==> src/rtl/crypter_pkg.sv <==
// Shared types and limits for the decrypt-side byte path.
package crypter_pkg;

  typedef enum logic [2:0] {
    IDLE,
    WAIT_WORD,
    EMIT,
    WAIT_TX,
    DONE
  } state_e;

  // Worst case: 7 residual bits plus a 31-bit chunk, plus one spare.
  localparam int ACC_W     = 39;
  localparam int N_LEN_MIN = 9;
  localparam int N_LEN_MAX = 32;
  localparam int K_W       = 5;

endpackage

==> src/rtl/bit_accumulator.sv <==
// Bit FIFO for k-bit chunks: shift a chunk in on load, consume the top byte on pop.
// Single-cycle update; the owning FSM never loads while cnt >= 8.
module bit_accumulator #(
  parameter int ACC_W = crypter_pkg::ACC_W
) (
  input  logic        clk,
  input  logic        rst,
  input  logic        clr,
  input  logic        load,
  input  logic        pop,
  input  logic [4:0]  k,
  input  logic [31:0] chunk,
  output logic [7:0]  top_byte,
  output logic        byte_avail
);

  logic [ACC_W-1:0] acc_q, acc_d;
  logic [5:0]       cnt_q, cnt_d;
  logic [ACC_W-1:0] shifted;

  // Bits above cnt are stale but never read: extraction is relative to cnt.
  assign shifted    = acc_q >> (cnt_q - 6'd8);
  assign top_byte   = shifted[7:0];
  assign byte_avail = (cnt_q >= 6'd8);

  always_comb begin
    acc_d = acc_q;
    cnt_d = cnt_q;
    if (clr) begin
      acc_d = '0;
      cnt_d = '0;
    end else if (load) begin
      acc_d = (acc_q << k) | {{(ACC_W-32){1'b0}}, chunk};
      cnt_d = cnt_q + {1'b0, k};
    end else if (pop) begin
      cnt_d = cnt_q - 6'd8;
    end
  end

  always_ff @(posedge clk or negedge rst) begin
    if (!rst) begin
      acc_q <= '0;
      cnt_q <= '0;
    end else begin
      acc_q <= acc_d;
      cnt_q <= cnt_d;
    end
  end

endmodule

==> src/rtl/plain_unpacker.sv <==
// Repacks k-bit decrypted payload chunks into bytes for the UART, dropping NUL padding.
// tx_start one cycle after word acceptance; word_ready held low until the UART drains every whole byte.
module plain_unpacker #(
  parameter int ACC_W     = crypter_pkg::ACC_W,
  parameter int N_LEN_MIN = crypter_pkg::N_LEN_MIN
) (
  input  logic        clk,
  input  logic        rst,
  input  logic        start,
  input  logic [5:0]  n_len,
  input  logic        word_valid,
  input  logic [31:0] word_in,
  input  logic        last_word,
  output logic        word_ready,
  output logic        tx_start,
  output logic [7:0]  tx_data,
  input  logic        tx_done_tick,
  output logic        busy,
  output logic        done_tick,
  output logic        err
);

  import crypter_pkg::*;

  localparam logic [5:0] N_MIN6 = 6'(N_LEN_MIN);
  localparam logic [5:0] N_MAX6 = 6'(N_LEN_MAX);

  state_e      state_q, state_d;
  logic [4:0]  k_q, k_d;
  logic        last_q, last_d;
  logic        err_q, err_d;
  logic [7:0]  txd_q, txd_d;

  logic        acc_clr, acc_load, acc_pop;
  logic [7:0]  top_byte;
  logic        byte_avail;
  logic [31:0] mask;
  logic [31:0] chunk;
  logic        high_bits_set;
  logic        n_len_ok;
  logic        send_now;

  assign mask          = (32'h1 << k_q) - 32'h1;
  assign chunk         = word_in & mask;
  assign high_bits_set = |(word_in & ~mask);
  assign n_len_ok      = (n_len >= N_MIN6) && (n_len <= N_MAX6);
  assign send_now      = (state_q == EMIT) && byte_avail && (top_byte != 8'h00);

  bit_accumulator #(.ACC_W(ACC_W)) u_acc (
    .clk        (clk),
    .rst        (rst),
    .clr        (acc_clr),
    .load       (acc_load),
    .pop        (acc_pop),
    .k          (k_q),
    .chunk      (chunk),
    .top_byte   (top_byte),
    .byte_avail (byte_avail)
  );

  always_comb begin
    state_d  = state_q;
    k_d      = k_q;
    last_d   = last_q;
    err_d    = err_q;
    txd_d    = txd_q;
    acc_clr  = 1'b0;
    acc_load = 1'b0;
    acc_pop  = 1'b0;
    case (state_q)
      IDLE: begin
        if (start) begin
          if (n_len_ok) begin
            k_d     = 5'(n_len - 6'd1);
            err_d   = 1'b0;
            acc_clr = 1'b1;
            state_d = WAIT_WORD;
          end else begin
            err_d = 1'b1;
          end
        end
      end
      WAIT_WORD: begin
        if (word_valid) begin
          acc_load = 1'b1;
          last_d   = last_word;
          // Nonzero bits above the payload mean the wrong key was used.
          if (high_bits_set) err_d = 1'b1;
          state_d  = EMIT;
        end
      end
      EMIT: begin
        if (byte_avail) begin
          acc_pop = 1'b1;
          if (top_byte != 8'h00) begin
            txd_d   = top_byte;
            state_d = WAIT_TX;
          end
        end else if (last_q) begin
          state_d = DONE;
        end else begin
          state_d = WAIT_WORD;
        end
      end
      WAIT_TX: begin
        if (tx_done_tick) state_d = EMIT;
      end
      DONE:    state_d = IDLE;
      default: state_d = IDLE;
    endcase
  end

  always_ff @(posedge clk or negedge rst) begin
    if (!rst) begin
      state_q <= IDLE;
      k_q     <= '0;
      last_q  <= 1'b0;
      err_q   <= 1'b0;
      txd_q   <= '0;
    end else begin
      state_q <= state_d;
      k_q     <= k_d;
      last_q  <= last_d;
      err_q   <= err_d;
      txd_q   <= txd_d;
    end
  end

  // Outputs decode registered state only; tx_data is held in txd_q during WAIT_TX.
  assign word_ready = (state_q == WAIT_WORD);
  assign tx_start   = send_now;
  assign tx_data    = send_now ? top_byte : txd_q;
  assign busy       = (state_q == WAIT_WORD) || (state_q == EMIT) || (state_q == WAIT_TX);
  assign done_tick  = (state_q == DONE);
  assign err        = err_q;

endmodule

==> config.mk <==
export PLATFORM = sky130hd
export DESIGN_NAME = plain_unpacker
export DESIGN_NICKNAME = d
export VERILOG_FILES = /design/src/rtl/crypter_pkg.sv /design/src/rtl/bit_accumulator.sv /design/src/rtl/plain_unpacker.sv
export SDC_FILE = /design/constraint.sdc
export NUM_CORES = 1
export LEC_CHECK = 0
export BUFFER_PORTS_ARGS = -buffer_cell sky130_fd_sc_hd__buf_4
export CAP_MARGIN = 20
export CORE_MARGIN = 4
export CORE_UTILIZATION = 60
export CTS_BUF_LIST = sky130_fd_sc_hd__clkbuf_16
export CTS_CLUSTER_SIZE = 16
export DETAILED_ROUTE_END_ITERATION = 8
export GPL_TIMING_DRIVEN = 0
export PLACE_DENSITY = 0.77
export SETUP_SLACK_MARGIN = 0.5
export SLEW_MARGIN = 20
export SYNTH_ARGS = -nofsm -noshare
export SYNTH_HDL_FRONTEND = slang
export SYNTH_HIERARCHICAL = 1
export SYNTH_SLANG_ARGS = --single-unit
==> constraint.sdc <==
create_clock -name clk -period 4.5 [get_ports clk]
set_input_delay 0 -clock clk [delete_from_list [all_inputs] [get_ports clk]]
set_output_delay 0 -clock clk [all_outputs]
set_load 0.02 [all_outputs]
==> run metrics <==
outcome=complete, no violations; Yosys warning count=6; post-detailed-placement half-perimeter wirelength=22000 um; clock network latency to the later pin of the worst-skew pair=350 ps; time the final worst path needs with I/O delays and setup=3940 ps; number of levels the H-tree was split into=3; final weighted congestion in routability-driven placement=1.13; worst setup skew after layout=7.62 ps; remaining antenna violation count=0; number of distinct library cells after synthesis=78; final wirelength=29400 um; Worst path top cell family by delay=buffers and inverters; headroom to the max-slew limit=41.5%; reported max-cap violation count=0; average detailed-routed wire length per instance=27.4 um; total core area=0.0127 mm2; antenna cells=0; clock-pin transition on the worst setup and hold timing paths=60 ps; residual overflow from global routing=0; area growth from synthesis to final layout=14.1%; setup violators final=0; clock sink count=63; height of the chip=122 um; netlist area before placement=0.00783 mm2; async set or reset register ratio after synthesis=100%; total number of vias=8136; top_reg_cell synth=dfrtp_1; list of cells traversed by the critical path=clkbuf_1, clkbuf_1, mux2i_1, nor2_1, a21oi_1, o211ai_1, nor4_2, buf_4, a21oi_4, buf_4, mux2_2, buf_4; number of I/O port buffers=56; path category of the worst min-delay check=input pin to register; cell type contributing the most total cell area after synthesis=dfrtp_1; GR Layer Usage met3=13.2%; top-area cell type share of the netlist area=20.1%; first-pass GRT wire length=45800 um; Std-Cell Rows=41; Total Negative Setup Slacks=0 ps; slowest cell on the critical path=clkbuf_1; Post-synth EDFFs=0; maximum clock frequency=254 MHz; type of origin of the critical path=register; worst hold slack=2.89 ps; highest fanout seen on the critical path=10; layout cells sized above 1=26.7%; DRC marker count from the first detailed-route iteration=1165; cell count after placement=1053; number of synthesized register bits=63; die area=0.0149 mm2; maximum clock path buffer count=2; number of hold violations in the final report=0; class of the most critical setup path=register to output port; cell at the root of the clock tree=clkbuf_16; vias in the first global route=8041; antenna violations before repair=0; total clock buffers created by CTS=9; share of synthesized area occupied by flip-flops and latches=20.1%; number of ports placed on the die boundary=57; placed instance area=0.00846 mm2; synthesized netlist cell count=825; worst path required time=4500 ps; count of filler cells inserted in the layout=1041; final design area excluding fillers=0.00893 mm2; effective utilization at floorplan=61.5%; aggregate global-route resource usage=40.7%; CP peak stage delay=600 ps; Detailed Routing Iterations Pass 1=6; number of max-slew violations in the final report=0; endpoint arrival time on the critical path=3940 ps; TritonCTS clock tree=yes; met1 global-route usage=51.6%; post-DR vias/cell=7.56; pin count of the biggest net entering global routing=64; most used cell along the critical path=buf_4; Horiz. Die Dim=122 um; biggest area contributors in the synthesized netlist=dfrtp_1 20%, mux4_2 20%, mux2i_1 7.8%, mux2_2 6.2%, nor2_1 5.0%; RSZ-0062 raised after global routing=false; number of buffers and inverters on the critical path=5; period utilisation layout=87.5%; endpoint class of the critical path=output port; detailed-route DRC error count=0; M2 GR Usage=62.0%; transition time at the pin with the least slew margin=877 ps; average instance area after synthesis=9.49 um2; Post-Synthesis Net Count=880; Final Non-Filler Cells=1076; final net count=954; most used routing layer=met2
[stage by stage]
stage	worst slack (ps)	utilization, %
5_1_grt	459	70.2
3_3_place_gp	194	66.5
4_1_cts	537	69.9
3_5_place_dp	47.8	66.5
2_1_floorplan	737	-
6_report	561	70.2
[sequential cells by signal, summed over array words and instances, names as in the netlist]
signal       flops
k_q              5
state_q          3
err              1
last_q           1
u_acc/cnt_q      6
u_acc/acc_q     39
txd_q            8
[cell type report]
| class | count | area (um2) | area share (%) |
|---|---|---|---|
| timing repair buffer | 63 | 488 | 5.46 |
| clock inverter | 7 | 105 | 1.18 |
| sequential | 63 | 1580 | 17.6 |
| buffer | 78 | 393 | 4.40 |
| tap | 172 | 215 | 2.41 |
| clock buffer | 9 | 225 | 2.52 |
| multi-input combinational | 654 | 5820 | 65.1 |
| inverter | 30 | 113 | 1.26 |
[synth_stat cells (all sizes together), types with 3 or more instances]
cell type	number
o311ai	3
o2111ai	4
nand3b	3
o21ai	31
a2111oi	3
or2	3
clkbuf	43
mux2	43
a311oi	5
nor3	21
a211oi	23
nor2	104
o22ai	3
ha	10
nor3b	6
and3	11
inv	29
mux4	81
buf	35
and2	18
a21boi	7
xor2	3
o211ai	11
dfrtp	63
nor4	9
nand3	14
nand2b	10
a31oi	6
o21a	8
o211a	3
nor2b	6
nand2	47
a21oi	35
a221oi	4
xnor2	7
or3	8
mux2i	61
o31a	7
o221a	3
[worst register-to-register path: stages, from the launching register on]
cell	delay, ps
dfrtp_1	590
or2_2	380
or3_1	370
nand2b_1	180
ha_1	240
buf_2	190
or3_1	330
o311ai_0	470
o22ai_1	200
nor4_1	450
a21oi_1	120
[layout by cell type, fill, tap and decap left out, types with 4 or more instances in the layout]
master,netlist,routed
a211oi_1,23,23
a21boi_0,7,7
a21oi_1,34,34
a221oi_1,4,4
a311oi_1,5,5
a31oi_1,6,6
and2_1,15,15
and3_1,11,11
buf_2,25,21
buf_4,4,61
clkbuf_1,43,37
clkbuf_16,0,9
clkbuf_2,0,4
clkbuf_4,0,6
dfrtp_1,63,63
dlygate4sd3_1,0,6
ha_1,10,10
inv_1,28,28
mux2_2,43,43
mux2i_1,61,61
mux4_1,12,12
mux4_2,69,69
nand2_1,47,47
nand2b_1,10,10
nand3_1,14,14
nor2_1,104,104
nor2b_1,6,6
nor3_1,20,20
nor3b_1,6,6
nor4_1,9,7
o2111ai_1,4,4
o211ai_1,11,11
o21a_1,8,8
o21ai_0,31,31
o31a_1,7,7
or3_1,7,7
xnor2_1,7,6
[path summary, 6_finish.rpt]
path | start | endpoint | slack, ps | cells after the start
max | u_acc/cnt_q[2]$_DFFE_PN0P_ | tx_data[7] | 560 | 12
min | n_len[2] | k_q[2]$_DFFE_PN0P_ | 3 | 3
max reg2reg | k_q[2]$_DFFE_PN0P_ | err$_DFFE_PN0P_ | 840 | 10
min reg2reg | txd_q[1]$_DFFE_PN0P_ | txd_q[1]$_DFFE_PN0P_ | 510 | 1
max in group asynchronous | rst | txd_q[0]$_DFFE_PN0P_ | 3590 | 2
min in group asynchronous | rst | u_acc/acc_q[29]$_DFFE_PN0P_ | 300 | 2
[logic make-up after synthesis]
kind of cell    after synthesis  share of synthesized area [%]
compound gates              177                           16.0
xor+xnor                     10                           1.12
fa+ha+maj                    12                           1.98
buf+inv                     108                           6.17
flops                        63                           20.1
mux                         185                           37.9
other cells                   1                         0.0479
simple gates                269                           16.7
[layer usage]
metal | vias up | share of wire [%]
li1 | 3329 | -
met1 | 3883 | 35
met2 | 755 | 45
met3 | 169 | 14
met4 | 0 | 6.1
met5 | - | 0
[repair_timing]
action	4_1_cts	5_1_grt
endpoints found under the setup margin	18	8
setup buffers	0	1
endpoints found under the hold margin	68	0
pin swaps	0	1
gates resized for setup	9	12
hold buffers	6	0
Power is left out: the tool's default activity adds up to more than one toggle a clock period on the data nets, which glitch-free logic cannot reach.
